File: src/rtl/kbd_matrix_scan.sv
// 4x4 active-low keypad scanner: row sequencing, full-image debounce,
// and one-cycle press events drained lowest key index first.
module kbd_matrix_scan #(
   parameter int unsigned SCAN_DIV = 25000,
   parameter int unsigned DEBOUNCE = 4
) (
   input  logic        clk,
   input  logic        rstn,
   input  logic [3:0]  col,
   output logic [3:0]  row,
   output logic [15:0] key_state,
   output logic        key_valid,
   output logic [3:0]  key_code
);

   localparam int unsigned SW = (SCAN_DIV > 1) ? $clog2(SCAN_DIV) : 1;
   localparam logic [SW-1:0] SLOT_LAST = SW'(SCAN_DIV - 1);
   localparam logic [3:0] DB = 4'(DEBOUNCE);

   logic [3:0]    sync1_q;
   logic [3:0]    col_s_q;
   logic [SW-1:0] slot_q, slot_d;
   logic [1:0]    r_q, r_d;
   logic [3:0]    row_q, row_d;
   logic [15:0]   raw_q, raw_d;
   logic [15:0]   prev_q, prev_d;
   logic [3:0]    cnt_q, cnt_d;
   logic [15:0]   state_q, state_d;
   logic [15:0]   pend_q, pend_d;
   logic          valid_q, valid_d;
   logic [3:0]    code_q, code_d;

   logic          sample;
   logic          scan_done;
   logic [15:0]   img;
   logic [15:0]   newly;
   logic [15:0]   lowest;
   logic [3:0]    low_idx;

   always_comb begin
      sample    = (slot_q == SLOT_LAST);
      scan_done = sample && (r_q == 2'd3);
      slot_d    = sample ? '0 : slot_q + SW'(1);
      r_d       = sample ? r_q + 2'd1 : r_q;
      row_d     = ~(4'b0001 << r_d);

      // Merge the current row into the image so row 3 counts this scan.
      img = raw_q;
      img[{r_q, 2'b00} +: 4] = ~col_s_q;
      raw_d = sample ? img : raw_q;

      prev_d  = prev_q;
      cnt_d   = cnt_q;
      state_d = state_q;
      newly   = '0;
      if (scan_done) begin
         prev_d = img;
         if (img != prev_q) begin
            cnt_d = 4'd1;
         end else if (cnt_q < DB) begin
            cnt_d = cnt_q + 4'd1;
         end
         if (cnt_d == DB) begin
            newly   = img & ~state_q;
            state_d = img;
         end
      end

      lowest  = pend_q & (~pend_q + 16'd1);
      low_idx = '0;
      for (int i = 15; i >= 0; i--) begin
         if (pend_q[i]) low_idx = 4'(i);
      end
      valid_d = |pend_q;
      code_d  = valid_d ? low_idx : code_q;
      pend_d  = (pend_q & ~lowest) | newly;
   end

   always_ff @(posedge clk or negedge rstn) begin
      if (!rstn) begin
         sync1_q <= 4'hF;
         col_s_q <= 4'hF;
         slot_q  <= '0;
         r_q     <= '0;
         row_q   <= 4'b1110;
         raw_q   <= '0;
         prev_q  <= '0;
         cnt_q   <= '0;
         state_q <= '0;
         pend_q  <= '0;
         valid_q <= 1'b0;
         code_q  <= '0;
      end else begin
         sync1_q <= col;
         col_s_q <= sync1_q;
         slot_q  <= slot_d;
         r_q     <= r_d;
         row_q   <= row_d;
         raw_q   <= raw_d;
         prev_q  <= prev_d;
         cnt_q   <= cnt_d;
         state_q <= state_d;
         pend_q  <= pend_d;
         valid_q <= valid_d;
         code_q  <= code_d;
      end
   end

   assign row       = row_q;
   assign key_state = state_q;
   assign key_valid = valid_q;
   assign key_code  = code_q;

endmodule

File: config.mk
export PLATFORM = sky130hd
export DESIGN_NAME = kbd_matrix_scan
export DESIGN_NICKNAME = d
export VERILOG_FILES = /design/src/rtl/kbd_matrix_scan.sv
export SDC_FILE = /design/constraint.sdc
export NUM_CORES = 1
export LEC_CHECK = 0
export ABC_AREA = 1
export CAP_MARGIN = 20
export CORE_MARGIN = 5
export CORE_UTILIZATION = 56
export CTS_CLUSTER_DIAMETER = 50
export DETAILED_ROUTE_END_ITERATION = 16
export PLACE_DENSITY = 0.76
export SLEW_MARGIN = 10
export SYNTH_ARGS = -nofsm -noshare
export SYNTH_HDL_FRONTEND = slang
export SYNTH_SLANG_ARGS = --single-unit
export TNS_END_PERCENT = 50
File: constraint.sdc
create_clock -name clk -period 3.2 [get_ports clk]
set_input_delay 0.48 -clock clk [delete_from_list [all_inputs] [get_ports clk]]
set_output_delay 0.48 -clock clk [all_outputs]
set_load 0.02 [all_outputs]
* Word level (Yosys, flattened, before mapping)
Index checks and enable logic that the tools add are counted.
Operators by class: $add $sub $neg 5, magnitude comparators 1, equal/unequal tests 4, shifts and indexed selects 3, muxes and demuxes 24, bitwise gates (word level) 9, reductions and logical operators 3
Operators by type and width (count):
- two-way mux 4 bit | 19
- AND 16 bit | 3
- NOT 16 bit | 3
- two-way mux 16 bit | 2
- adder 16 x 1 -> 16 bit (second input constant) | 1
- bitwise mux 16 bit | 1
- inequality test 16 bit | 1
- OR 16 bit | 1
- OR reduction 16 bit | 1
- variable shift 4 x 6 -> 16 bit (first input constant) | 1
- indexed part select 4 x 6 -> 16 bit | 1
- adder 15 x 1 -> 15 bit (second input constant) | 1
- == test 15 bit (second input constant) | 1
- two-way mux 15 bit | 1
- NOT 4 bit | 2
- negator 4 -> 6 bit | 1
- adder 4 x 1 -> 4 bit (second input constant) | 1
- == test 4 x 3 -> 1 bit (second input constant) | 1
- less-than comparator 4 x 3 -> 1 bit (second input constant) | 1
- << shifter 1 x 2 -> 4 bit (first input constant) | 1
- adder 2 x 1 -> 2 bit (second input constant) | 1
- == test 2 bit (second input constant) | 1
- two-way mux 2 bit | 1
- AND reduction 2 bit | 1
- logical AND 1 bit | 1
Word-level totals: flip-flop bits (word level) 102, input bits 6, output and inout port bits 25, logic and storage cells 61

* Longest topological paths before layout
Gate-level depths: netlist of run 1.
word-level depth 16, depth in mapped cells 19, gate-level depth less buffers 16

* Worst setup path after synthesis of run 1
OpenSTA, ideal clock, no wires.
kind flip-flop to flip-flop, start register r_q[0], end register state_q[0], in the netlist key_state[0], setup time 117 ps, arrival 2257 ps, data required time 3083 ps, path slack 826 ps, cell stages (with the launch flop) 18, path buffers 3, period minus slack after synthesis 2374 ps, cell sequence dfrtp_1 > buf_6 > inv_4 > ha_1 > buf_6 > nor2_2 > nand3_1 > nand3_1 > nand2_1 > nor2_2 > nand2_2 > nor2_4 > nand2_4 > nor2_4 > nand3_4 > buf_6 > nand2_1 > nand2_1
On the way: cells in the longest elaborated chain, start to end 8, elaborated cells on any way between the ends 11, those cells by class add/sub: 1; eq/ne: 3; shift: 2; mux: 3; reduce/logical: 2
RTL lines:
- start: declaration | line 23 | logic [1:0] r_q, r_d;
- start signal: assignment | line 97 | r_q <= r_d;
- negator 4 -> 6 bit | line 49 | img[{r_q, 2'b00} +: 4] = ~col_s_q;
- indexed part select 4 x 6 -> 16 bit or variable shift 4 x 6 -> 16 bit (tied branches) | line 49
- bitwise mux 16 bit | line 49
- inequality test 16 bit | line 58 | if (img != prev_q) begin
- two-way mux 4 bit | line 58
- two-way mux 4 bit | line 56 | if (scan_done) begin
- == test 4 x 3 -> 1 bit | line 63 | if (cnt_d == DB) begin
- AND reduction 2 bit (no line)
- end signal: assignment | line 102 | state_q <= state_d;
- end: declaration | line 28 | logic [15:0] state_q, state_d;
Several ways; a longest one is shown, not always the timed one. The select of a mux whose other input is x is not followed. A chain may end at the register's enable or synchronous reset.

* Final worst setup path of run 1
start register r_q[1], end register pend_q[5]
On the way: cells in the longest elaborated chain, start to end 10, elaborated cells on any way between the ends 14, those cells by class add/sub: 1; eq/ne: 3; shift: 2; mux: 5; bitwise: 2; reduce/logical: 1
RTL lines:
- negator 4 -> 6 bit | line 49
- indexed part select 4 x 6 -> 16 bit or variable shift 4 x 6 -> 16 bit (tied branches) | line 49
- bitwise mux 16 bit | line 49
- inequality test 16 bit | line 58
- two-way mux 4 bit | line 58
- two-way mux 4 bit | line 56
- == test 4 x 3 -> 1 bit | line 63
- two-way mux 16 bit | line 63
- two-way mux 16 bit * | line 56
- OR 16 bit * | line 76 | pend_d = (pend_q & ~lowest) | newly;
- via pend_d[5] | line 29 | logic [15:0] pend_q, pend_d;
- end signal: assignment | line 103 | pend_q <= pend_d;
- end: declaration | line 29
Mark *: on every way through the listed nets, which the timed path passes. The rest lies on a longest branch. The select of a mux whose other input is x is not followed.

==> results of run 1 <==
[area by class of cell]
cell class / instances / share of cell area, %
Timing Repair Buffer: 37 / 6.255
Multi-Input combinational cell: 453 / 37.34
Sequential cell: 102 / 44.24
Clock inverter: 5 / 0.7550
Inverter: 101 / 6.579
Tap cell: 111 / 2.394
Clock buffer: 11 / 2.437
[worst max-delay path by stage]
| stage | to | cells past startpoint |
|---|---|---|
| floorplan | key_state[0] | 17 |
| global placement | pend_q[5] | 16 |
| detailed placement | pend_q[5] | 16 |
| CTS | pend_q[5] | 16 |
| global route | pend_q[14] | 15 |
| finish | pend_q[5] | 15 |
[metal layers]
metal	part of all wire (%)	GRT usage [%]	vias up	routed length [um]
li1	-	-	2145	-
met4	0.97	5.388	0	110
met1	45	30.27	2041	5116
met5	0	0	-	0
met3	5.5	4.335	14	628
met2	48	35.52	119	5480
[critical path, cell delays in order, from the launching register on]
cell and delay, ns:
dfrtp_1 0.40, inv_1 0.10, ha_1 0.55, inv_1 0.15
nor2_1 0.15, nand3_1 0.11, nand3_1 0.09, nand2_1 0.05
nor2_1 0.11, nand2_1 0.10, nor2_4 0.17, nand3_2 0.13
nor2_4 0.09, buf_4 0.30, nand4_1 0.15, nand2_1 0.09
[logic make-up after synthesis]
| logic type | count (synthesis) |
|---|---|
| AOI/OAI and AO/OA | 51 |
| xor gates and xnor gates | 5 |
| adders and majority gates | 7 |
| buffers and inverters | 117 |
| DFF | 102 |
| muxes | 1 |
| and+or+nand+nor | 389 |
[registers in the layout, summed over array words and instances, names as in the netlist, 15 cells and up]
| register | count |
|---|---|
| key_state | 16 |
| pend_q | 16 |
| prev_q | 16 |
| raw_q | 16 |
| slot_q | 15 |
[power breakdown]
group,switching [W],internal (W)
Combinational,0.0000366,0.0000117
Sequential,0.00000303,0.00130
Clock,0.000455,0.000313
Total,0.000495,0.00162
[cells in the mapped netlist (all sizes together)]
master / n / area share, %
nor3b: 1 / 0.14
ha: 7 / 1.7
o21ai: 38 / 3.8
dfstp: 11 / 5.5
o22ai: 1 / 0.12
nor2: 62 / 5.5
nand2: 237 / 17
or2: 3 / 0.36
xor2: 4 / 0.67
buf: 11 / 1.9
a31oi: 1 / 0.12
mux2i: 1 / 0.19
o21a: 1 / 0.14
o21bai: 2 / 0.50
nand3: 58 / 6.2
dfrtp: 91 / 44
nand4: 19 / 2.3
a21oi: 6 / 0.57
a21o: 1 / 0.14
nor4: 1 / 0.24
inv: 101 / 7.3
nand3b: 2 / 0.29
nor3: 6 / 0.77
o211ai: 1 / 0.24
clkbuf: 5 / 0.36
xnor2: 1 / 0.17
[metrics by stage]
stage | hold WS [ns] | std cells | utilization [%] | area [um2]
floorplan | 0.1844 | 672 | - | 5233
global route | 0.2250 | 820 | 63.07 | 5801
global placement | 0.3465 | 804 | 61.06 | 5615
finish | 0.1623 | 820 | 63.07 | 5801
detailed placement | 0.3490 | 804 | 61.06 | 5615
CTS | 0.1802 | 820 | 63.07 | 5801
[placed cells by master (no fill, tap or decap), types with 6 or more instances in the layout]
cell type and instances:
inv_1 99, nand2_1 232, clkdlybuf4s50_1 29, a21oi_1 6
dfstp_2 11, nor2_1 51, nand4_1 19, o21ai_0 36
ha_1 7, buf_4 7, clkbuf_8 10, nand3_1 54
nor2_2 6, dfrtp_1 91
==> flow_summary.yaml, run 1 <==
power:
  power_density_nw_per_um2: 365.0
  p_leak_nw: 3.014
  finalPower_w: 0.002117
  vdd_drop_max_mv: 0.2060
die:
  io_pins: 31
  fp.dieH_um: 106.7
  rows: 35
  die_w_um: 106.7
  die_area_um2: 11380
  core_um2: 9196
  initial_core_util_pct: 56.90
drt:
  vias: 4319
  drt_wl_total_um: 11340
  drt_iter0_markers: 256
  drt-pass1-iter-count: 5
  via_per_inst: 5.267
  wl_per_cell_um: 13.82
  drc_errors: 0
  ant_nets: 0
yosys:
  synth-xor-area-share_pct: 0.8369
  synth_compound_area_share_pct: 5.619
  yosys_register_bits: 102
  synth_top_family_by_area: "simple AND/OR/NAND/NOR gates"
  yosysSeqAreaShare_pct: 49.04
  yosys.cell_types.count: 40
  syn_area_um2: 5233
  avgSynthCellArea_um2: 7.786
  ys_warn_count: 0
  post_synth_fa_ha_maj_area_fraction_pct: 1.674
  synth-simple-area-share_pct: 33.07
  synthCells: 672
  syn_nets: 685
  synth.area.mux_share_pct: 0.1913
worst_setup_path:
  cp-end-kind: "register"
  crit_type: "register to register"
  r2r_setup_slack_ns: 0.40
  critPathArrivalTime_ns: 3.12
  reg2reg_depth: 15
  rr_endpoint: "pend_q[5]"
  crit_fanout: 31
  cp-startpoint: "r_q[1]"
  r2r_start: "r_q[1]"
  start_kind: "register"
  required_ns: 3.52
clocking:
  root_buffer: "clkbuf_8"
  holdBufCountCts: 0
  cts_tree: "done"
  h-tree-depth: 3
  cts_buffers: 9
  clockBufferDepth: 2
  cts_resized: 0
  clock_latency_ns: 0.37
  numClockSinks: 102
  clk_pin_slew_ns: 0.10
  post-cts-setup-buffer-count: 0
timing:
  layout_setup_ws_ns: 0.3978
  fin_skew_ns: 0.01324
  period_minus_slack_ns: 2.802
  relSlewSlack_pct: 50.05
  slew_viol_final: 0
  finalSetupViolCount: 0
  rsz0062_at_grt: "no"
  fin_setup_tns_ns: 0
  post-route-period-util_pct: 87.57
  worst_pin_slew_ns: 0.7493
  fmaxAchievable_ghz: 0.3569
  finalHoldViolCount: 0
placement:
  place.gp.congestion: 0.9741
  dp_slack_ns: 0.4226
  hpwl_um: 8308
  port_buffers: 30
cells_and_area:
  seq_area_um2: 2566
  multi_input_area_um2: 2166
  layout-drive-gt1-share_pct: 9.309
  area_growth_pct: 10.86
  fillers: 823
  n_antenna_cell: 0
  nets: 717
grt:
  grt_usage_pct: 21.84
  overflow: 0
  grt_max_degree: 58
  grt_pass1_vias: 4201
  grt_pass1_wl_um: 20060
  antenna_found_initial: 0
run_status:
  outcome: "completed"
worst_hold_path:
  hp-class: "primary input to asynchronous set/reset pin"
flow_run:
  maxCapViolCount: 0
(Power assumes the default switching activity.)
==> inputs of run 2 (changes only) <==
Settings changed: CTS_CLUSTER_DIAMETER 50 to unset.
==> results of run 2 <==
No change in the layout: final DEF, timing and power equal those of run 1.
==> inputs of run 3 (changes only) <==
Settings changed: DONT_BUFFER_PORTS set to 1, SLEW_MARGIN 10 to 20.
==> run 3 against run 2 <==
Non-clock buffer count down 31. Setup slack worse by 0.056 ns. Power up 3.1%. Via count down 3.4%. Sequential power about the same. Combinational power down 11%. Design area down 4.8%. Worst hold slack worse by 0.14 ns. Largest cell class unchanged. Largest power group unchanged.
==> flow_summary.yaml, run 3 (synthesis results as in run 1) <==
die:
  io_pins: 31
  fp.dieH_um: 106.7
  die_area_um2: 11380
  rows: 35
  initial_core_util_pct: 56.90
  core_um2: 9196
  die_w_um: 106.7
power:
  vdd_drop_max_mv: 0.2995
  power_density_nw_per_um2: 395.2
  p_leak_nw: 2.918
drt:
  via_per_inst: 5.290
  drc_errors: 0
  wl_per_cell_um: 13.96
  vias: 4174
  ant_nets: 0
  drt-pass1-iter-count: 5
  drt_iter0_markers: 228
  drt_wl_total_um: 11020
worst_hold_path:
  hp-class: "primary input to asynchronous set/reset pin"
timing:
  finalHoldViolCount: 0
  holdWs_ns: 0.02216
  post-route-period-util_pct: 89.32
  worst_pin_slew_ns: 0.6402
  fin_setup_tns_ns: 0
  period_minus_slack_ns: 2.858
  rsz0062_at_grt: "no"
  finalSetupViolCount: 0
  slew_viol_final: 0
  fin_skew_ns: 0.01292
  relSlewSlack_pct: 57.20
  fmaxAchievable_ghz: 0.3499
grt:
  grt_pass1_wl_um: 19270
  grt_util_met2_pct: 33.45
  grt_usage_pct: 20.96
  grt_pass1_vias: 4114
  met3_usage_pct: 3.974
  antenna_found_initial: 0
  grtUsageMet1_pct: 28.12
  top_usage_layer: "met2"
  grt_max_degree: 103
  overflow: 0
cells_and_area:
  layout-drive-gt1-share_pct: 9.587
  nets: 686
  final_cell_mix: "232 x nand2_1, 99 x inv_1, 91 x dfrtp_1"
  fillers: 791
  n_antenna_cell: 0
  layout_commonest_cell: "nand2_1"
  area_growth_pct: 5.524
  final_area_um2: 5522
  instances_no_fill: 789
clocking:
  clockBufferDepth: 2
  clock_latency_ns: 0.37
  h-tree-depth: 3
  cts_tree: "done"
  cts_resized: 0
  post-cts-setup-buffer-count: 0
  clk_pin_slew_ns: 0.10
  numClockSinks: 102
  root_buffer: "clkbuf_8"
  holdBufCountCts: 1
  cts_buffers: 9
worst_setup_path:
  required_ns: 3.51
  start_kind: "register"
  crit_family: "simple AND/OR/NAND/NOR gates"
  cp_common_cell: "nand2_1"
  r2r_setup_slack_ns: 0.34
  crit_slowest_cell: "ha_1"
  critPathArrivalTime_ns: 3.17
  r2r_start: "r_q[1]"
  max_stage_delay_ns: 0.57
  crit_fanout: 31
  path_buf_inv: 2
  cp-end-kind: "register"
  crit_type: "register to register"
  path_cells: "inv_1 -> ha_1 -> nor2_4 -> nand3_1 -> nand2_1 -> nand2_1 -> nand2_1 -> nor2_1 -> nand2_1 -> nor2_4 -> nand3_2 -> nor2_4 -> buf_4 -> nand4_1 -> nand2_1"
  cp-startpoint: "r_q[1]"
placement:
  postPlaceCellArea_um2: 5290
  hpwl_um: 7899
  port_buffers: 0
  dpl.cell_count: 772
  place.gp.congestion: 0.9249
flow_run:
  maxCapViolCount: 0
run_status:
  outcome: "completed"
-- run 3: metal layers --
metal | up-vias | share of wire, %
li1 | 2086 | -
met1 | 1955 | 46
met2 | 110 | 47
met3 | 23 | 5.1
met4 | 0 | 2.4
met5 | - | 0
-- run 3: layout make-up --
class	instances	area [um2]	share of cell area, %
Sequential cell	102	2566	46.48
Multi-Input combinational cell	453	2166	39.23
Inverter	101	381.6	6.911
Tap cell	111	138.9	2.515
Clock buffer	9	123.9	2.243
Clock inverter	7	80.08	1.450
Timing Repair Buffer	6	65.06	1.178
-- run 3: stage by stage --
step	power [W]	setup WS, ns	utilization (%)
after floorplan	0.001336	0.8262	-
after global placement	0.001341	0.5153	57.52
after detailed placement	0.001341	0.4626	57.52
after CTS	0.002208	0.4046	60.04
after global routing	0.002266	0.1019	60.04
final	0.002182	0.3418	60.04
-- run 3: final timing paths --
path / endpoint / cells past startpoint
worst min register to register: col_s_q[2] / 0
worst max register to register: pend_q[5] / 15
min in group clk: sync1_q[3] / 0
max in group asynchronous: sync1_q[2] / 1
worst min-delay path: key_state[4] / 1
worst max-delay path: pend_q[5] / 15
-- run 3: power breakdown --
part / total (W) / internal [W] / switching [W]
clock network: 0.000839 / 0.000373 / 0.000466
logic: 0.0000431 / 0.00000780 / 0.0000353
registers: 0.00130 / 0.00130 / 0.00000297
